**src/rtl/expstate_irq_pkg.sv**
```systemverilog
// Shared types and default configuration for the exported-state interrupt bridge.
package expstate_irq_pkg;

  typedef enum logic [1:0] {
    IDLE = 2'd0,
    PEND = 2'd1,
    HOLD = 2'd2
  } irq_state_e;

  localparam int unsigned DEF_NUM_CH  = 4;
  localparam int unsigned DEF_STATE_W = 32;
  localparam int unsigned DEF_CH_BASE = 0;
  localparam int unsigned DEF_HOLDOFF = 3;
  localparam int unsigned DEF_CNT_W   = 8;
  localparam int unsigned HCNT_W      = 8;

endpackage

```
**src/rtl/expstate_irq_chan.sv**
```systemverilog
// One interrupt channel: event register, IDLE/PEND/HOLD sequencer, one-deep
// hold-off latch and sticky lost-event accounting.
module expstate_irq_chan
  import expstate_irq_pkg::*;
#(
  parameter bit          EDGE    = 1'b1,
  parameter int unsigned HOLDOFF = DEF_HOLDOFF,
  parameter int unsigned CNT_W   = DEF_CNT_W
) (
  input  logic             clk,
  input  logic             rst_n,
  input  logic             i_s1,
  input  logic             i_s2,
  input  logic             i_en,
  input  logic             i_ack,
  output logic             o_irq,
  output logic             o_ovf,
  output logic [CNT_W-1:0] o_miss
);

  localparam logic [HCNT_W-1:0] HOLD_LOAD = HCNT_W'((HOLDOFF == 0) ? 0 : HOLDOFF - 1);

  irq_state_e        r_state;
  irq_state_e        w_state_nxt;
  logic [HCNT_W-1:0] r_hcnt;
  logic [HCNT_W-1:0] w_hcnt_nxt;
  logic              r_evt;
  logic              w_evt_e;
  logic              r_latch;
  logic              w_latch_nxt;
  logic              w_miss_evt;
  logic              r_irq;
  logic              r_ovf;
  logic [CNT_W-1:0]  r_miss;

  // Level channels never latch or overflow: a held level simply re-triggers from IDLE.
  assign w_evt_e = EDGE & r_evt;

  always_ff @(posedge clk) begin
    if (!rst_n) r_evt <= 1'b0;
    else        r_evt <= (EDGE ? (i_s1 & ~i_s2) : i_s1) & i_en;
  end

  always_ff @(posedge clk) begin
    if (!rst_n) begin
      r_state <= IDLE;
      r_hcnt  <= '0;
      r_latch <= 1'b0;
      r_irq   <= 1'b0;
      r_ovf   <= 1'b0;
      r_miss  <= '0;
    end else begin
      r_state <= w_state_nxt;
      r_hcnt  <= w_hcnt_nxt;
      r_latch <= w_latch_nxt;
      r_irq   <= (w_state_nxt == PEND);
      r_ovf   <= r_ovf | w_miss_evt;
      if (w_miss_evt && (r_miss != {CNT_W{1'b1}})) r_miss <= r_miss + CNT_W'(1);
    end
  end

  always_comb begin
    w_state_nxt = r_state;
    w_hcnt_nxt  = r_hcnt;
    w_latch_nxt = r_latch;
    w_miss_evt  = 1'b0;
    case (r_state)
      IDLE: if (r_evt) w_state_nxt = PEND;
      PEND: begin
        if (i_ack) begin
          // An event coincident with the ack is carried forward, never counted as lost.
          if (HOLDOFF == 0) begin
            w_state_nxt = w_evt_e ? PEND : IDLE;
          end else begin
            w_state_nxt = HOLD;
            w_hcnt_nxt  = HOLD_LOAD;
            w_latch_nxt = w_evt_e;
          end
        end else if (w_evt_e) begin
          w_miss_evt = 1'b1;
        end
      end
      HOLD: begin
        if (w_evt_e) begin
          if (r_latch) w_miss_evt  = 1'b1;
          else         w_latch_nxt = 1'b1;
        end
        if (r_hcnt == '0) begin
          w_state_nxt = (r_latch | w_evt_e) ? PEND : IDLE;
          w_latch_nxt = 1'b0;
        end else begin
          w_hcnt_nxt = r_hcnt - HCNT_W'(1);
        end
      end
      default: w_state_nxt = IDLE;
    endcase
  end

  assign o_irq  = r_irq;
  assign o_ovf  = r_ovf;
  assign o_miss = r_miss;

endmodule

```
**src/rtl/expstate_irq_bridge.sv**
```systemverilog
// Turns bits of a producer core's exported state into level interrupts for a
// consumer core; holds only the S1/S2 sampling stages and per-channel slicing.
module expstate_irq_bridge
  import expstate_irq_pkg::*;
#(
  parameter int unsigned       NUM_CH    = DEF_NUM_CH,
  parameter int unsigned       STATE_W   = DEF_STATE_W,
  parameter int unsigned       CH_BASE   = DEF_CH_BASE,
  parameter logic [NUM_CH-1:0] EDGE_MODE = {NUM_CH{1'b1}},
  parameter int unsigned       HOLDOFF   = DEF_HOLDOFF,
  parameter int unsigned       CNT_W     = DEF_CNT_W
) (
  input  logic                    CLK,
  input  logic                    BResetN,
  input  logic [STATE_W-1:0]      TIE_EXPSTATE,
  input  logic [NUM_CH-1:0]       IrqAck,
  input  logic [NUM_CH-1:0]       IrqEnable,
  output logic [NUM_CH-1:0]       BInterrupt,
  output logic [NUM_CH-1:0]       IrqOverflow,
  output logic [NUM_CH*CNT_W-1:0] MissCount
);

  logic [NUM_CH-1:0] w_bits;
  logic [NUM_CH-1:0] r_s1;
  logic [NUM_CH-1:0] r_s2;
  logic              r_primed;
  logic              w_unused_state;

  assign w_bits         = TIE_EXPSTATE[CH_BASE +: NUM_CH];
  assign w_unused_state = ^TIE_EXPSTATE;

  // First cycle after reset loads S1 and S2 together so a bit already high is not an edge.
  always_ff @(posedge CLK) begin
    if (!BResetN) begin
      r_s1     <= '0;
      r_s2     <= '0;
      r_primed <= 1'b0;
    end else begin
      r_s1     <= w_bits;
      r_s2     <= r_primed ? r_s1 : w_bits;
      r_primed <= 1'b1;
    end
  end

  for (genvar g = 0; g < NUM_CH; g++) begin : g_chan
    expstate_irq_chan #(
      .EDGE    (EDGE_MODE[g]),
      .HOLDOFF (HOLDOFF),
      .CNT_W   (CNT_W)
    ) u_chan (
      .clk    (CLK),
      .rst_n  (BResetN),
      .i_s1   (r_s1[g]),
      .i_s2   (r_s2[g]),
      .i_en   (IrqEnable[g]),
      .i_ack  (IrqAck[g]),
      .o_irq  (BInterrupt[g]),
      .o_ovf  (IrqOverflow[g]),
      .o_miss (MissCount[g*CNT_W +: CNT_W])
    );
  end

endmodule

```
**config.mk**
```make
export PLATFORM = sky130hd
export DESIGN_NAME = expstate_irq_bridge
export DESIGN_NICKNAME = d
export VERILOG_FILES = /design/src/rtl/expstate_irq_pkg.sv /design/src/rtl/expstate_irq_chan.sv /design/src/rtl/expstate_irq_bridge.sv
export SDC_FILE = /design/constraint.sdc
export NUM_CORES = 1
export LEC_CHECK = 0
export BUFFER_PORTS_ARGS = -buffer_cell sky130_fd_sc_hd__buf_4
export CORE_UTILIZATION = 40
export CTS_BUF_LIST = sky130_fd_sc_hd__clkbuf_8
export DETAILED_ROUTE_END_ITERATION = 7
export PLACE_DENSITY = 0.59
export REMOVE_ABC_BUFFERS = 1
export SLEW_MARGIN = 15
export SYNTH_ARGS = -nofsm -noshare
export SYNTH_HDL_FRONTEND = slang
export SYNTH_SLANG_ARGS = --single-unit
```
**constraint.sdc**
```tcl
create_clock -name CLK -period 2.72 [get_ports CLK]
set_input_delay 0 -clock CLK [delete_from_list [all_inputs] [get_ports CLK]]
set_output_delay 0 -clock CLK [all_outputs]
set_load 0.03 [all_outputs]
```
==> results.yml, run 1 <==
global_routing:
  track_usage: 0.182
  antenna_found_initial: 0
  gr-total-overflow: 0
  grt_pass1_vias: 4211
  grt_max_degree: 25
  grt_pass1_wl_um: 19400
status:
  status: "complete, no violations"
critical_path:
  required_ps: 2990
  end_kind: "flop"
  critical_path_class: "reg -> reg"
  crit_arrival_ps: 2350
  crit_fanout: 11
  start_kind: "flop"
clocking:
  h-tree-depth: 3
  clk_path_buf_depth: 2
  cts.clk_slew.worst_paths_ps: 90
  cts_tree: "yes"
  clkSinkCount: 97
  tritoncts.num_buffers: 9
  clock_latency_ps: 370
  clock-root-buffer: "clkbuf_8"
timing:
  finalMaxSlewViolations: 0
  worst_slew_pin_slew_ps: 718
  setup_slack_ps: 636
  whs_ps: 12.3
  skew_ps: 7.85
  period_minus_slack_ps: 2080
  setup_violations: 0
  rsz0062_at_grt: "no"
  timing.fmax_ghz: 0.480
  fin_crit_sh: 0.766
  final_hold_viol_count: 0
  slew-limit-headroom: 0.509
  fin_setup_tns_ps: 0
routing:
  ant_nets: 0
  vias: 4443
  drt-total-wl_um: 11400
  drt_iter0_markers: 226
  firstDrtPassIters: 5
  wire_per_inst_um: 14.3
  vias_per_cell: 5.55
  drc: 0
floorplanning:
  die_h_um: 114
  num_rows: 40
  core-area_sq_um: 12200
  io_pins: 82
  start_util: 0.415
  die_w_um: 114
  die-area_sq_um: 13100
synth:
  async_flop_share: 0
  mappedNetlistArea_sq_um: 5050
  yosys.area.top_type: "dfxtp_1"
  synthCells: 580
  synth_top_area_frac: 0.384
  synth-seq-cells: 97
  synth_edf_count: 0
  synth_area_per_cell_sq_um: 8.71
  synth_cell_types: 66
  dominantRegCellSynth: "dfxtp_1"
  ys_warn_count: 0
  netlist_top_cells_area: "dfxtp_1 (38%), ha_1 (5.9%), a21oi_1 (4.8%)"
  yosysSeqAreaShare: 0.384
layout:
  fillCellCount: 1188
  layout_commonest_cell: "dfxtp_1"
  final_cell_mix: "dfxtp_1 (97), buf_4 (56), nor2_1 (50), a21oi_1 (48), nand2_1 (44)"
  final_util: 0.481
  antenna_cells: 0
  nets: 694
  area_growth_pct: 15.9
  drive_gt1_frac: 0.139
pwr:
  ir_worst_vdd_uv: 273
  power_w: 0.00345
  pwr_density_cell_nw_per_um2: 588
  p_leak_nw: 2.30
placement:
  routabilityCongestion: 0.828
  hpwl_um: 7970
  port-buffer-count: 53
  place_ws_ps: 671
run:
  maxCapViolations: 0
hold_path:
  worstHoldPathType: "in -> reg"
sequential cells by signal, summed over array words and instances, names as in the netlist:
signal,cells
g_chan.u_chan.r_state,8
g_chan.u_chan.r_evt,4
g_chan.u_chan.o_irq,4
g_chan.u_chan.o_miss,32
r_s1,4
r_s2,4
r_primed,1
g_chan.u_chan.r_latch,4
g_chan.u_chan.o_ovf,4
g_chan.u_chan.r_hcnt,32
final cells by class:
type | instances | area, sq um | area share
Clock inverter | 6 | 108 | 0.0184
Inverter | 31 | 116 | 0.0199
Sequential cell | 97 | 1940 | 0.332
Tap cell | 168 | 210 | 0.0359
Multi-Input combinational cell | 424 | 2850 | 0.486
Timing Repair Buffer | 65 | 510 | 0.0872
Clock buffer | 9 | 124 | 0.0212
kinds of logic after synthesis:
kind of cell,synth area share
simple gates,0.257
compound gates,0.194
flops,0.384
buf+inv,0.0523
fa+ha+maj,0.0595
mux,0.0364
xor+xnor,0.0156
synthesized netlist by cell type (all sizes together), types with 6 or more instances:
master and instances:
mux2i 15, nor2 50, o311ai 6, and3 9, a211oi 8, nand2 44, nand2b 11, or3 11
a311oi 7, o211ai 6, xor2 7, o31ai 13, nand3 18, or4 16, a21oi 48, buf 19
clkbuf 9, o21ai 20, nand4 11, inv 31, and2 8, dfxtp 97, ha 24
routing by layer:
layer,GRT usage,share of wire
met1,0.241,0.50
met2,0.297,0.46
met3,0.0265,0.030
met4,0.0788,0.017
met5,0,0
per-stage QoR:
stage	instances	instance area, sq um
after floorplan	552	4900
after global placement	776	5530
after detailed placement	776	5530
after CTS	800	5860
after global routing	800	5860
final	800	5860
worst max-delay path, stage by stage (launching register included):
cell,delay [ps]
dfxtp_1,350
inv_1,110
ha_1,360
nand2_1,160
a21oi_1,520
nand4_1,160
o311a_1,310
where the power goes:
part | switching, W | internal, W | leakage (nW)
clock | 0.000510 | 0.000603 | 0.115
combinational | 0.000425 | 0.000308 | 1.40
sequential | 0.0000893 | 0.00151 | 0.787
worst paths after layout:
| path | start | to | slack [ps] | cells past startpoint |
|---|---|---|---|---|
| worst max-delay path | g_chan[1].u_chan.r_state[0] | g_chan[1].u_chan.o_miss[7] | 640 | 6 |
| worst min-delay path | IrqAck[2] | g_chan[2].u_chan.o_irq | 10 | 4 |
| worst max register to register | g_chan[1].u_chan.r_state[0] | g_chan[1].u_chan.o_miss[7] | 640 | 6 |
| worst min register to register | g_chan[3].u_chan.r_hcnt[0] | g_chan[3].u_chan.r_hcnt[0] | 460 | 2 |
timing repair:
action | CTS | global route
hold endpoints to repair | 16 | 0
hold buffers | 9 | 0
resized for setup | 0 | 0
buffers inserted | 0 | 0
(Power assumes the default switching activity.)
==> inputs of run 2 (changes only) <==
- ABC_AREA: unset -> 1
- PLACE_DENSITY: 0.59 -> 0.61
- clock period: 2.72 -> 1.75 ns (I/O delays scaled with it)
==> run 2 against run 1 <==
Final area increased by 9.3%. Worst hold slack improved by 330 ps. Sequential power rose by 42%. Wire length is 1.6% higher. First-iteration DRC count down 23%. Core utilization rose by 1.7 points. Flip-flop and latch count stayed put. Via count is 10% higher. Register-to-register slack got worse by 510 ps. Clock power up 39%. Synthesized cell count increased by 33%. Largest power group unchanged. Highest routed layer unchanged.
==> results.yml, run 2 <==
status:
  status: "complete, no violations"
routing:
  ant_nets: 0
  wire_per_inst_um: 11.3
  firstDrtPassIters: 4
  drt-total-wl_um: 11600
  vias: 4903
  drt_iter0_markers: 175
  vias_per_cell: 4.76
  drc: 0
timing:
  fin_crit_sh: 0.927
  whs_ps: 347
  timing.fmax_ghz: 0.616
  period_minus_slack_ps: 1620
  final_hold_viol_count: 0
  finalMaxSlewViolations: 0
  fin_setup_tns_ps: 0
  setup_slack_ps: 128
  setup_violations: 0
  slew-limit-headroom: 0.634
  skew_ps: 9.79
  worst_slew_pin_slew_ps: 545
clocking:
  clock-root-buffer: "clkbuf_8"
  cts.clk_slew.worst_paths_ps: 90
  clk_path_buf_depth: 2
  clkSinkCount: 97
  h-tree-depth: 3
  clock_latency_ps: 380
  cts_tree: "yes"
  tritoncts.num_buffers: 9
critical_path:
  crit_fanout: 9
  slowest_stage: "dfxtp_1"
  critPathMaxStageDelay_ps: 460
  start_kind: "flop"
  path_cells: "inv_1, ha_1, nand2_1, a21oi_4, nand2_4, inv_4, nand3_1, nand2_1, nor2_1"
  end_kind: "flop"
  required_ps: 2030
  worst-path-buf-inv: 2
  critical_path_class: "reg -> reg"
  crit_arrival_ps: 1910
  cpMostUsedCell: "nand2_1"
  critical-path-top-delay-family: "flip-flops"
synth:
  synth_area_per_cell_sq_um: 6.90
  synth_common_cells: "nand2_1 (187), nor2_1 (111), dfxtp_1 (97), inv_1 (96), a21oi_1 (56)"
  yosysSeqAreaShare: 0.364
  synth_cell_types: 36
  synth_top_area_frac: 0.364
  ys_warn_count: 0
  async_flop_share: 0
  netlist_top_cells_area: "dfxtp_1 (36%), nand2_1 (13%), nor2_1 (7.8%)"
  yosys.area.top_type: "dfxtp_1"
  synth-seq-cells: 97
  dominantRegCellSynth: "dfxtp_1"
  synthMostInstantiatedCell: "nand2_1"
  mappedNetlistArea_sq_um: 5330
  synth_edf_count: 0
  synthCells: 773
placement:
  dp_cells: 998
  port-buffer-count: 53
  place_ws_ps: 19.7
  hpwl_um: 8280
  routabilityCongestion: 0.819
floorplanning:
  die_h_um: 117
  start_util: 0.416
  die_w_um: 117
  io_pins: 82
  core-area_sq_um: 12800
  num_rows: 41
  die-area_sq_um: 13800
global_routing:
  grt_pass1_vias: 4436
  grt_pass1_wl_um: 19800
  track_usage: 0.173
  grt_max_degree: 34
  gr-total-overflow: 0
  antenna_found_initial: 0
pwr:
  sw_frac_of_total: 0.255
  power_frac_clock: 0.365
  p_int_w: 0.00315
  switchingPower_w: 0.00107
  pwr_density_cell_nw_per_um2: 660
  ir_worst_vdd_uv: 486
  seq_power_share: 0.538
  p_leak_nw: 2.82
  power_frac_comb: 0.097
layout:
  final_cell_mix: "nand2_1 (186), nor2_1 (109), dfxtp_1 (95), inv_1 (93), buf_4 (81)"
  drive_gt1_frac: 0.161
  final_util: 0.499
  nets: 920
  antenna_cells: 0
  fillCellCount: 1317
  layout_commonest_cell: "nand2_1"
  area_growth_pct: 20.0
  final_cell_count_no_fill: 1031
hold_path:
  worstHoldPathType: "in -> reg"
run:
  maxCapViolations: 0
[run 2: cell types whose count changed in the layout (fill, tap and decap cells not counted), moves of 16 or more]
| cell | delta |
|---|---|
| nand3_1 | +31 |
| or4_1 | -16 |
| nand2_1 | +142 |
| buf_4 | +25 |
| inv_1 | +62 |
| nor2_1 | +59 |
[run 2: metrics by stage]
step / cell area, sq um / power (W)
after global routing: 6400 / 0.00444
after CTS: 6310 / 0.00427
final: 6400 / 0.00422
after global placement: 5970 / 0.00269
after floorplan: 5160 / 0.00256
after detailed placement: 5970 / 0.00270
[run 2: power by group through the flow]
stage | Sequential (W) | Clock (W) | Combinational, W
floorplan | 0.00232 | 0 | 0.000243
global placement | 0.00232 | 0 | 0.000373
detailed placement | 0.00232 | 0 | 0.000381
CTS | 0.00227 | 0.00159 | 0.000406
global route | 0.00227 | 0.00170 | 0.000465
finish | 0.00227 | 0.00154 | 0.000410
[run 2: area by class of cell]
class / instances / area [sq um] / area share
clock buffers: 11 / 151 / 0.0237
repair buffers: 95 / 758 / 0.119
inverters: 98 / 373 / 0.0583
flip-flops and latches: 97 / 1940 / 0.304
multi-input cells: 553 / 2900 / 0.453
clock inverters: 5 / 55.1 / 0.00861
well taps: 172 / 215 / 0.0336
[run 2: what timing repair did]
action                     in CTS  in global routing
setup buffers                   0                  4
gates resized for setup         1                 19
hold endpoints to repair       20                  0
setup endpoints to repair       3                 38
hold buffers                   13                  0
pin swaps                       0                  5
[run 2: per-layer routing]
| metal | global-route usage | share of wire | vias up |
|---|---|---|---|
| li1 | - | - | 2592 |
| met1 | 0.211 | 0.49 | 2236 |
| met2 | 0.300 | 0.47 | 65 |
| met3 | 0.0441 | 0.031 | 10 |
| met4 | 0.0465 | 0.012 | 0 |
| met5 | 0 | 0 | - |
[run 2: path summary, 6_finish.rpt]
check,from,end,slack [ps],depth (start not counted)
min reg2reg,r_s2[1],g_chan[1].u_chan.r_evt,400,1
min,TIE_EXPSTATE[2],r_s1[2],350,4
max reg2reg,g_chan[0].u_chan.r_state[0],g_chan[0].u_chan.o_miss[2],130,9
max,g_chan[0].u_chan.r_state[0],g_chan[0].u_chan.o_miss[2],130,9
[run 2: cells by family after synthesis]
family                   after synthesis  synth area share
flip-flops                            97             0.364
AND/OR/NAND/NOR                      390             0.309
AO/OA/AOI/OAI                        111             0.123
adder cells (fa/ha/maj)               24            0.0563
buffers and inverters                123             0.102
XOR/XNOR                              28            0.0460
[run 2: tightest hold or removal path, delay by kind of cell]
kind | cells | cell delay, ps
buf+inv | 3 | 660
simple gates | 1 | 40
